<file path="src/rtl/mem_pkg.sv">
// Shared types and constants for the memory port scheduler.
package mem_pkg;
  typedef enum logic [1:0] {IDLE, ACCESS, RESP} state_t;

  localparam logic PORT_FETCH = 1'b0;
  localparam logic PORT_LSU   = 1'b1;

  localparam int DEF_ADDR_SIZE = 28;
  localparam int DEF_ROW_WIDTH = 32;
  localparam int CNT_W         = 4;
endpackage

</file>
<file path="src/rtl/mem_port_scheduler_rr_arbiter2.sv">
// Two-requester round-robin arbiter; pointer names the favoured port on a tie.
module rr_arbiter2 (
  input  logic       clk,
  input  logic       rst,
  input  logic [1:0] req,
  input  logic       upd,
  output logic [1:0] gnt,
  output logic       gnt_port
);
  logic ptr;

  assign gnt_port = (req == 2'b11) ? ptr : req[1];
  assign gnt      = (req == 2'b00) ? 2'b00 : (gnt_port ? 2'b10 : 2'b01);

  // Loser of this grant is favoured next time.
  always_ff @(posedge clk or negedge rst) begin
    if (!rst)     ptr <= 1'b0;
    else if (upd) ptr <= ~gnt_port;
  end
endmodule

</file>
<file path="src/rtl/mem_port_scheduler.sv">
// Shares single-write/multi-read storage between fetch (port 0) and load/store (port 1).
module mem_port_scheduler
  import mem_pkg::*;
#(
  parameter int ADDR_SIZE  = DEF_ADDR_SIZE,
  parameter int ROW_WIDTH  = DEF_ROW_WIDTH,
  parameter int ACCESS_LAT = 2
) (
  input  logic                   clk,
  input  logic                   rst,
  input  logic                   req0_valid,
  input  logic [ADDR_SIZE-1:0]   req0_addr,
  output logic                   req0_ready,
  output logic                   resp0_valid,
  output logic [ROW_WIDTH-1:0]   resp0_data,
  input  logic                   req1_valid,
  input  logic                   req1_write,
  input  logic [ADDR_SIZE-1:0]   req1_addr,
  input  logic [ROW_WIDTH-1:0]   req1_wdata,
  output logic                   req1_ready,
  output logic                   resp1_valid,
  output logic [ROW_WIDTH-1:0]   resp1_data,
  output logic [2*ADDR_SIZE-1:0] st_readAddrs,
  output logic [1:0]             st_readEns,
  output logic [ADDR_SIZE-1:0]   st_writeAddr,
  output logic [ROW_WIDTH-1:0]   st_writeData,
  output logic                   st_writeEn,
  input  logic [ROW_WIDTH-1:0]   st_readData
);
  localparam logic [CNT_W-1:0] LAST = CNT_W'(ACCESS_LAT - 1);

  state_t               state;
  logic [CNT_W-1:0]     cnt;
  logic                 port, wr;
  logic [ADDR_SIZE-1:0] addr;
  logic [ROW_WIDTH-1:0] wdata;
  logic [1:0]           gnt;
  logic                 gnt_port, any_req;

  assign any_req = req0_valid | req1_valid;

  rr_arbiter2 u_arb (
    .clk      (clk),
    .rst      (rst),
    .req      ({req1_valid, req0_valid}),
    .upd      ((state == IDLE) & any_req),
    .gnt      (gnt),
    .gnt_port (gnt_port)
  );

  // Ready is masked by reset so every output reads 0 while reset is held.
  assign req0_ready  = rst & (state == IDLE) & gnt[0];
  assign req1_ready  = rst & (state == IDLE) & gnt[1];
  assign resp0_valid = (state == RESP) & (port == PORT_FETCH);
  assign resp1_valid = (state == RESP) & (port == PORT_LSU);

  always_ff @(posedge clk or negedge rst) begin
    if (!rst) begin
      state      <= IDLE;
      cnt        <= '0;
      port       <= PORT_FETCH;
      wr         <= 1'b0;
      addr       <= '0;
      wdata      <= '0;
      resp0_data <= '0;
      resp1_data <= '0;
    end else begin
      case (state)
        IDLE: if (any_req) begin
          port  <= gnt_port;
          wr    <= gnt_port & req1_write;
          addr  <= gnt_port ? req1_addr : req0_addr;
          wdata <= gnt_port ? req1_wdata : '0;
          cnt   <= '0;
          state <= ACCESS;
        end
        ACCESS: begin
          cnt <= cnt + 1'b1;
          if (cnt == LAST) begin
            if (wr)                    resp1_data <= '0;
            else if (port == PORT_LSU) resp1_data <= st_readData;
            else                       resp0_data <= st_readData;
            state <= RESP;
          end
        end
        RESP:    state <= IDLE;
        default: state <= IDLE;
      endcase
    end
  end

  // Storage bus is live only during ACCESS; the write strobe fires once on the last cycle.
  always_comb begin
    st_readAddrs = '0;
    st_readEns   = '0;
    st_writeAddr = '0;
    st_writeData = '0;
    st_writeEn   = 1'b0;
    if (state == ACCESS) begin
      if (wr) begin
        st_writeAddr = addr;
        st_writeData = wdata;
        st_writeEn   = (cnt == LAST);
      end else if (port == PORT_LSU) begin
        st_readAddrs[2*ADDR_SIZE-1:ADDR_SIZE] = addr;
        st_readEns[1] = 1'b1;
      end else begin
        st_readAddrs[ADDR_SIZE-1:0] = addr;
        st_readEns[0] = 1'b1;
      end
    end
  end
endmodule
</file>
<file path="config.mk">
export PLATFORM = sky130hd
export DESIGN_NAME = mem_port_scheduler
export DESIGN_NICKNAME = d
export VERILOG_FILES = /design/src/rtl/mem_pkg.sv /design/src/rtl/mem_port_scheduler_rr_arbiter2.sv /design/src/rtl/mem_port_scheduler.sv
export SDC_FILE = /design/constraint.sdc
export NUM_CORES = 1
export LEC_CHECK = 0
export ABC_AREA = 1
export CAP_MARGIN = 20
export CORE_UTILIZATION = 42
export CTS_CLUSTER_DIAMETER = 200
export DETAILED_ROUTE_END_ITERATION = 12
export GPL_ROUTABILITY_DRIVEN = 1
export PLACE_DENSITY = 0.78
export RECOVER_POWER = 100
export SETUP_SLACK_MARGIN = 0.15
export SYNTH_ARGS = -nofsm -noshare
export SYNTH_HDL_FRONTEND = slang
export SYNTH_SLANG_ARGS = --single-unit
</file>
<file path="constraint.sdc">
create_clock -name clk -period 1.5 [get_ports clk]
set_input_delay 0.15 -clock clk [delete_from_list [all_inputs] [get_ports clk]]
set_output_delay 0.15 -clock clk [all_outputs]
set_load 0.005 [all_outputs]
</file>
## Yosys cells after proc, flatten, opt, wreduce, memory -nomap -nowiden

Index checks and enable logic that the tools add are counted.

- Add/subtract/negate cells: 1
- Eq/ne operators: 6
- Mux-type cells: 26
- Bitwise gates (word level): 11
- Reductions and logical operators: 9

Operator list:

| cell | count |
|---|---|
| $mux W32 | 5 |
| $mux W28 | 5 |
| $mux W56 | 2 |
| $mux W2 | 6 |
| $pmux W4 S2 | 1 |
| $and A1 B1 Y1 | 7 |
| $reduce_and A2 Y1 | 3 |
| $mux W1 | 5 |
| $add A4 B1 Y4 const B | 1 |
| $eq A2 B2 Y1 const B | 2 |
| $eq A4 B1 Y1 const B | 1 |
| $logic_not A2 Y1 | 2 |
| $mux W4 | 1 |
| $ne A2 B2 Y1 const B | 2 |
| $pmux W2 S2 | 1 |
| $reduce_and A4 Y1 | 1 |
| $reduce_bool A2 Y1 | 2 |
| $not A1 Y1 | 3 |
| $reduce_and A3 Y1 | 1 |
| $eq A2 B1 Y1 const B | 1 |
| $or A1 B1 Y1 | 1 |

- Flip-flop bits (word level): 133
- Input bits: 125
- Output and inout bits: 187
- Word-level logic and storage cells: 62

## Depth between registers and ports, before layout

- Depth in word-level cells: 5
- Depth in mapped cells: 8
- Gate-level depth less buffers: 7

## Cells and area by module

From an unflattened synthesis, not the netlist that was laid out.

- Cells, all modules: 922
- Area total of the unflattened synthesis: 6501.2 µm²

By module, submodules not included:

| module | times used | cells an instance | area an instance (µm²) | sequential area each (µm²) |
|---|---|---|---|---|
| mem_port_scheduler | 1 | 911 | 6436.2 | 3303.2 |
| rr_arbiter2 | 1 | 11 | 65.1 | 25.0 |

## Worst setup path before layout

Ideal clock, no wire load.

- Path kind: reg2reg
- From: reg cnt[1]
- To: reg resp0_data[0]
- Setup time: 0.116 ns
- Data arrival time: 1.254 ns
- Data required time: 1.384 ns
- Path slack: 0.130 ns
- Stages on the path, launching flop included: 9
- Buffers on the path: 1
- Clock period less this slack: 1.370 ns
- Cell sequence: dfrtp_1 > inv_1 > ha_1 > nand2_1 > nor2_2 > nand2_1 > buf_2 > nand2_1 > nand2_1

- Word-level cells in the longest chain between the ends: 2

Ends and longest elaborated chain:

| item | line | RTL |
|---|---|---|
| start, declared | mem_port_scheduler.sv:33 | `logic [CNT_W-1:0] cnt;` |
| start signal, assigned | mem_port_scheduler.sv:78 | `cnt <= cnt + 1'b1;` |
| $eq A4 B1 Y1 | mem_port_scheduler.sv:79 | `if (cnt == LAST) begin` |
| $reduce_and A4 Y1 (no line) | n/a |  |
| end signal, assigned | mem_port_scheduler.sv:82 | `else resp0_data <= st_readData;` |
| end, declared | mem_port_scheduler.sv:15 | `output logic [ROW_WIDTH-1:0] resp0_data,` |

No other way between the ends.
A chain may end at the register's enable or synchronous reset.

## Final worst setup path

- From: reg state[1]
- To: out req0_ready

- Word-level cells in the longest chain between the ends: 3

Ends and longest elaborated chain:

| item | line | RTL |
|---|---|---|
| start, declared | mem_port_scheduler.sv:32 | `state_t state;` |
| start signal, assigned | mem_port_scheduler.sv:59 | `state <= IDLE;` |
| start signal, assigned | mem_port_scheduler.sv:75 | `state <= ACCESS;` |
| start signal, assigned | mem_port_scheduler.sv:83 | `state <= RESP;` |
| $logic_not A2 Y1 | mem_port_scheduler.sv:52 | `assign req0_ready = rst & (state == IDLE) & gnt[0];` |
| $and A1 B1 Y1 (2 in series) | mem_port_scheduler.sv:52 |  |
| end, declared | mem_port_scheduler.sv:13 | `output logic req0_ready,` |

No other way between the ends.

==> impl_metrics.py <==
metrics = {
    "logic_synthesis": {
        "avgSynthCellArea_um2": 7.387,
        "synth_flop_cell": "dfrtp_1",
        "ys_seq_area_share_pct": 50.17,
        "synthTopCellsByArea": "dfrtp_1 50%, nand2_1 15%, nor2_1 8.4%",
        "synth.area.mux_share_pct": 0,
        "synth_commonest_cells": "265 x nand2_1, 148 x nor2_1, 133 x dfrtp_1",
        "ys_seq_elements": 133,
        "yosysTopAreaCell": "dfrtp_1",
        "synth.distinct_cells": 21,
        "ys_warn_count": 0,
        "synthAdderAreaFrac_pct": 0.3772,
        "synth_edf_count": 0,
        "synth-compound-area-share_pct": 3.074,
        "synth_area_um2": 6634,
        "yosys.area_share.simple_pct": 35.61,
        "synthArstFlopShare_pct": 100.0,
        "syn_inst": 898,
        "synth_top_area_share_pct": 50.17,
        "synth_xor_area_share_pct": 0,
        "synthMostInstantiatedCell": "nand2_1",
        "syn_nets": 1025,
        "synth_top_family_by_area": "simple AND/OR/NAND/NOR gates",
    },
    "sta": {
        "hold_viol": 0,
        "timing.final.crit_share_pct": 123.8,
        "rsz0062_at_grt": "yes",
        "slew_headroom_pct": 34.53,
        "finalClockSkew_ns": 0.008469,
        "layout_setup_ws_ns": -0.3563,
        "setup_viol": 251,
        "fmax_mhz": 538.7,
        "layout_min_cycle_time_ns": 1.856,
        "slew_viol_final": 0,
        "worstMarginPinSlew_ns": 0.9820,
    },
    "floorplanning": {
        "die_area_um2": 16300,
        "die_h_um": 127.7,
        "io_pins": 312,
        "start_util_pct": 43.32,
        "design.core.area_um2": 15310,
        "rows": 45,
        "die_w_um": 127.7,
    },
    "final_layout": {
        "multi_input_area_um2": 3567,
        "fin_nets": 1393,
        "seq_area_um2": 3331,
        "fin_area_um2": 12240,
        "syn_to_final_growth_pct": 84.46,
        "drive_gt1_share_pct": 34.01,
        "finalNonFillerCells": 1490,
        "nFillCells": 1040,
        "num_antenna_cells": 0,
    },
    "grt": {
        "grt_overflow": 0,
        "grt_pass1_vias": 7134,
        "grt_pass1_wl_mm": 37.07,
        "gr-usage-all-layers_pct": 29.31,
        "antenna_found_initial": 0,
        "grt_start_max_net_pins": 134,
    },
    "route": {
        "drt-total-wl_mm": 26.31,
        "vias": 7702,
        "drtPass1Iterations": 5,
        "route.antenna.remaining_nets": 0,
        "drc": 0,
        "drt_iter0_drc": 572,
        "via_per_inst": 5.169,
        "wl_per_cell_um": 17.66,
    },
    "place": {
        "port_buffers": 311,
        "dpl.hpwl_mm": 14.79,
        "placed_area_um2": 10170,
        "place_inst": 1402,
        "gp_congestion": 0.8229,
    },
    "clock_network": {
        "numCtsBuffers": 17,
        "cts_tree": "yes",
        "cts-root-buf": "clkbuf_16",
        "cts.path.max_buffers": 2,
        "cts.sinks": 133,
        "htree_levels": 4,
        "clock_latency_ns": 0.42,
        "path_clk_slew_ns": 0.06,
    },
    "outcome": {
        "status": "complete, but fails checks",
        "violations": "setup timing",
    },
    "critical_path": {
        "crit_fanout": 3,
        "cp-start-kind": "flop",
        "setup.worst_path.class": "flop to output port",
        "end_kind": "output port",
        "cp.arrival_ns": 1.71,
        "cp.required_ns": 1.35,
    },
    "power_and_ir_drop": {
        "vdd_drop_max_v": 0.001542,
        "power_leakage_nw": 6.139,
        "powerDensity_nw_per_um2": 2116,
    },
    "min_path": {
        "hold_class": "input port to flop",
    },
    "job": {
        "maxCapViolations": 0,
    },
}
-- through the flow --
stage          TNS (ns)  total power (W)  util, %  setup WS (ns)  hold slack, ns
3_3_place_gp     -20.67          0.01664    66.44        -0.2204          0.3392
4_1_cts          -40.13          0.02369    73.64        -0.3825          0.2746
3_5_place_dp     -23.28          0.01686    66.44        -0.2099          0.3426
2_1_floorplan         0          0.01120        -         0.1820         -0.1456
5_1_grt          -62.98          0.02733    79.90        -0.4321          0.2979
6_report         -49.35          0.02589    79.90        -0.3563          0.2823
-- power by group --
part	leakage (nW)	total, W	switching, W	internal [W]
Clock	0.306	0.00453	0.00164	0.00289
Combinational	4.17	0.0151	0.00791	0.00719
Sequential	1.67	0.00626	0.00102	0.00524
-- cells in the final DEF (no fill, tap or decap), drive strengths merged --
master	count
dfrtp	133
buf	206
clkinv	4
ha	2
clkinvlp	3
bufinv	4
clkdlybuf4s15	12
clkbuf	26
o21ai	39
clkdlybuf4s50	187
nand3	63
a21oi	1
nor2	162
dlygate4sd3	1
nand2	266
inv	106
nor3	2
nand4	62
-- layout make-up --
class / count / share of cell area, %
timing repair buffer: 413 / 32.88
multi-input combinational: 597 / 29.15
sequential: 133 / 27.22
clock buffer: 19 / 3.701
inverter: 104 / 3.292
tap: 211 / 2.157
clock inverter: 13 / 1.595
-- worst paths after layout --
check	depth (start not counted)	end	slack [ns]	startpoint
setup / recovery	9	req0_ready	-0.36	state[1]
hold / removal	3	wdata[16]	0.28	req1_wdata[16]
setup reg to reg	12	resp0_data[1]	-0.28	state[1]
hold reg to reg	2	resp1_data[19]	0.47	resp1_data[19]
max in group asynchronous	3	wr	0.17	rst
min in group asynchronous	3	addr[18]	0.66	rst
-- per-layer routing --
metal | track usage [%] | up-vias | part of all wire [%]
li1 | - | 3546 | -
met1 | 34.69 | 3693 | 38
met2 | 52.07 | 391 | 51
met3 | 7.471 | 70 | 8.0
met4 | 9.343 | 2 | 3.3
met5 | 0 | - | 0.023
-- critical path: stages (launching register included) --
cell and delay [ns]:
dfrtp_1 0.38, inv_2 0.08, buf_4 0.11, buf_4 0.10, buf_6 0.11, nand2_4 0.06, nor2_4 0.12, nand2_1 0.10
nor2_1 0.11, buf_2 0.12
-- state kept, by name, indices dropped and copies added, names as in the netlist --
signal / cells
addr: 28
cnt: 4
port: 1
resp0_data: 32
resp1_data: 32
state: 2
u_arb.ptr: 1
wdata: 32
wr: 1
-- kinds of logic (layout without fill, tap and decap cells) --
logic type                 after synthesis  after routing
buffers and inverters                  168            549
AOI/OAI and AO/OA                       40             40
adders and majority gates                2              2
DFF                                    133            133
and+or+nand+nor                        555            555
-- repair_timing --
item,in CTS,in global routing
pin swaps,24,33
endpoints found under the setup margin,318,319
gates resized for setup,596,190
buffers inserted,35,4
gates cloned,10,6
hold buffers,1,0
hold endpoints to repair,133,0
Power figures use the tool's default switching activity.
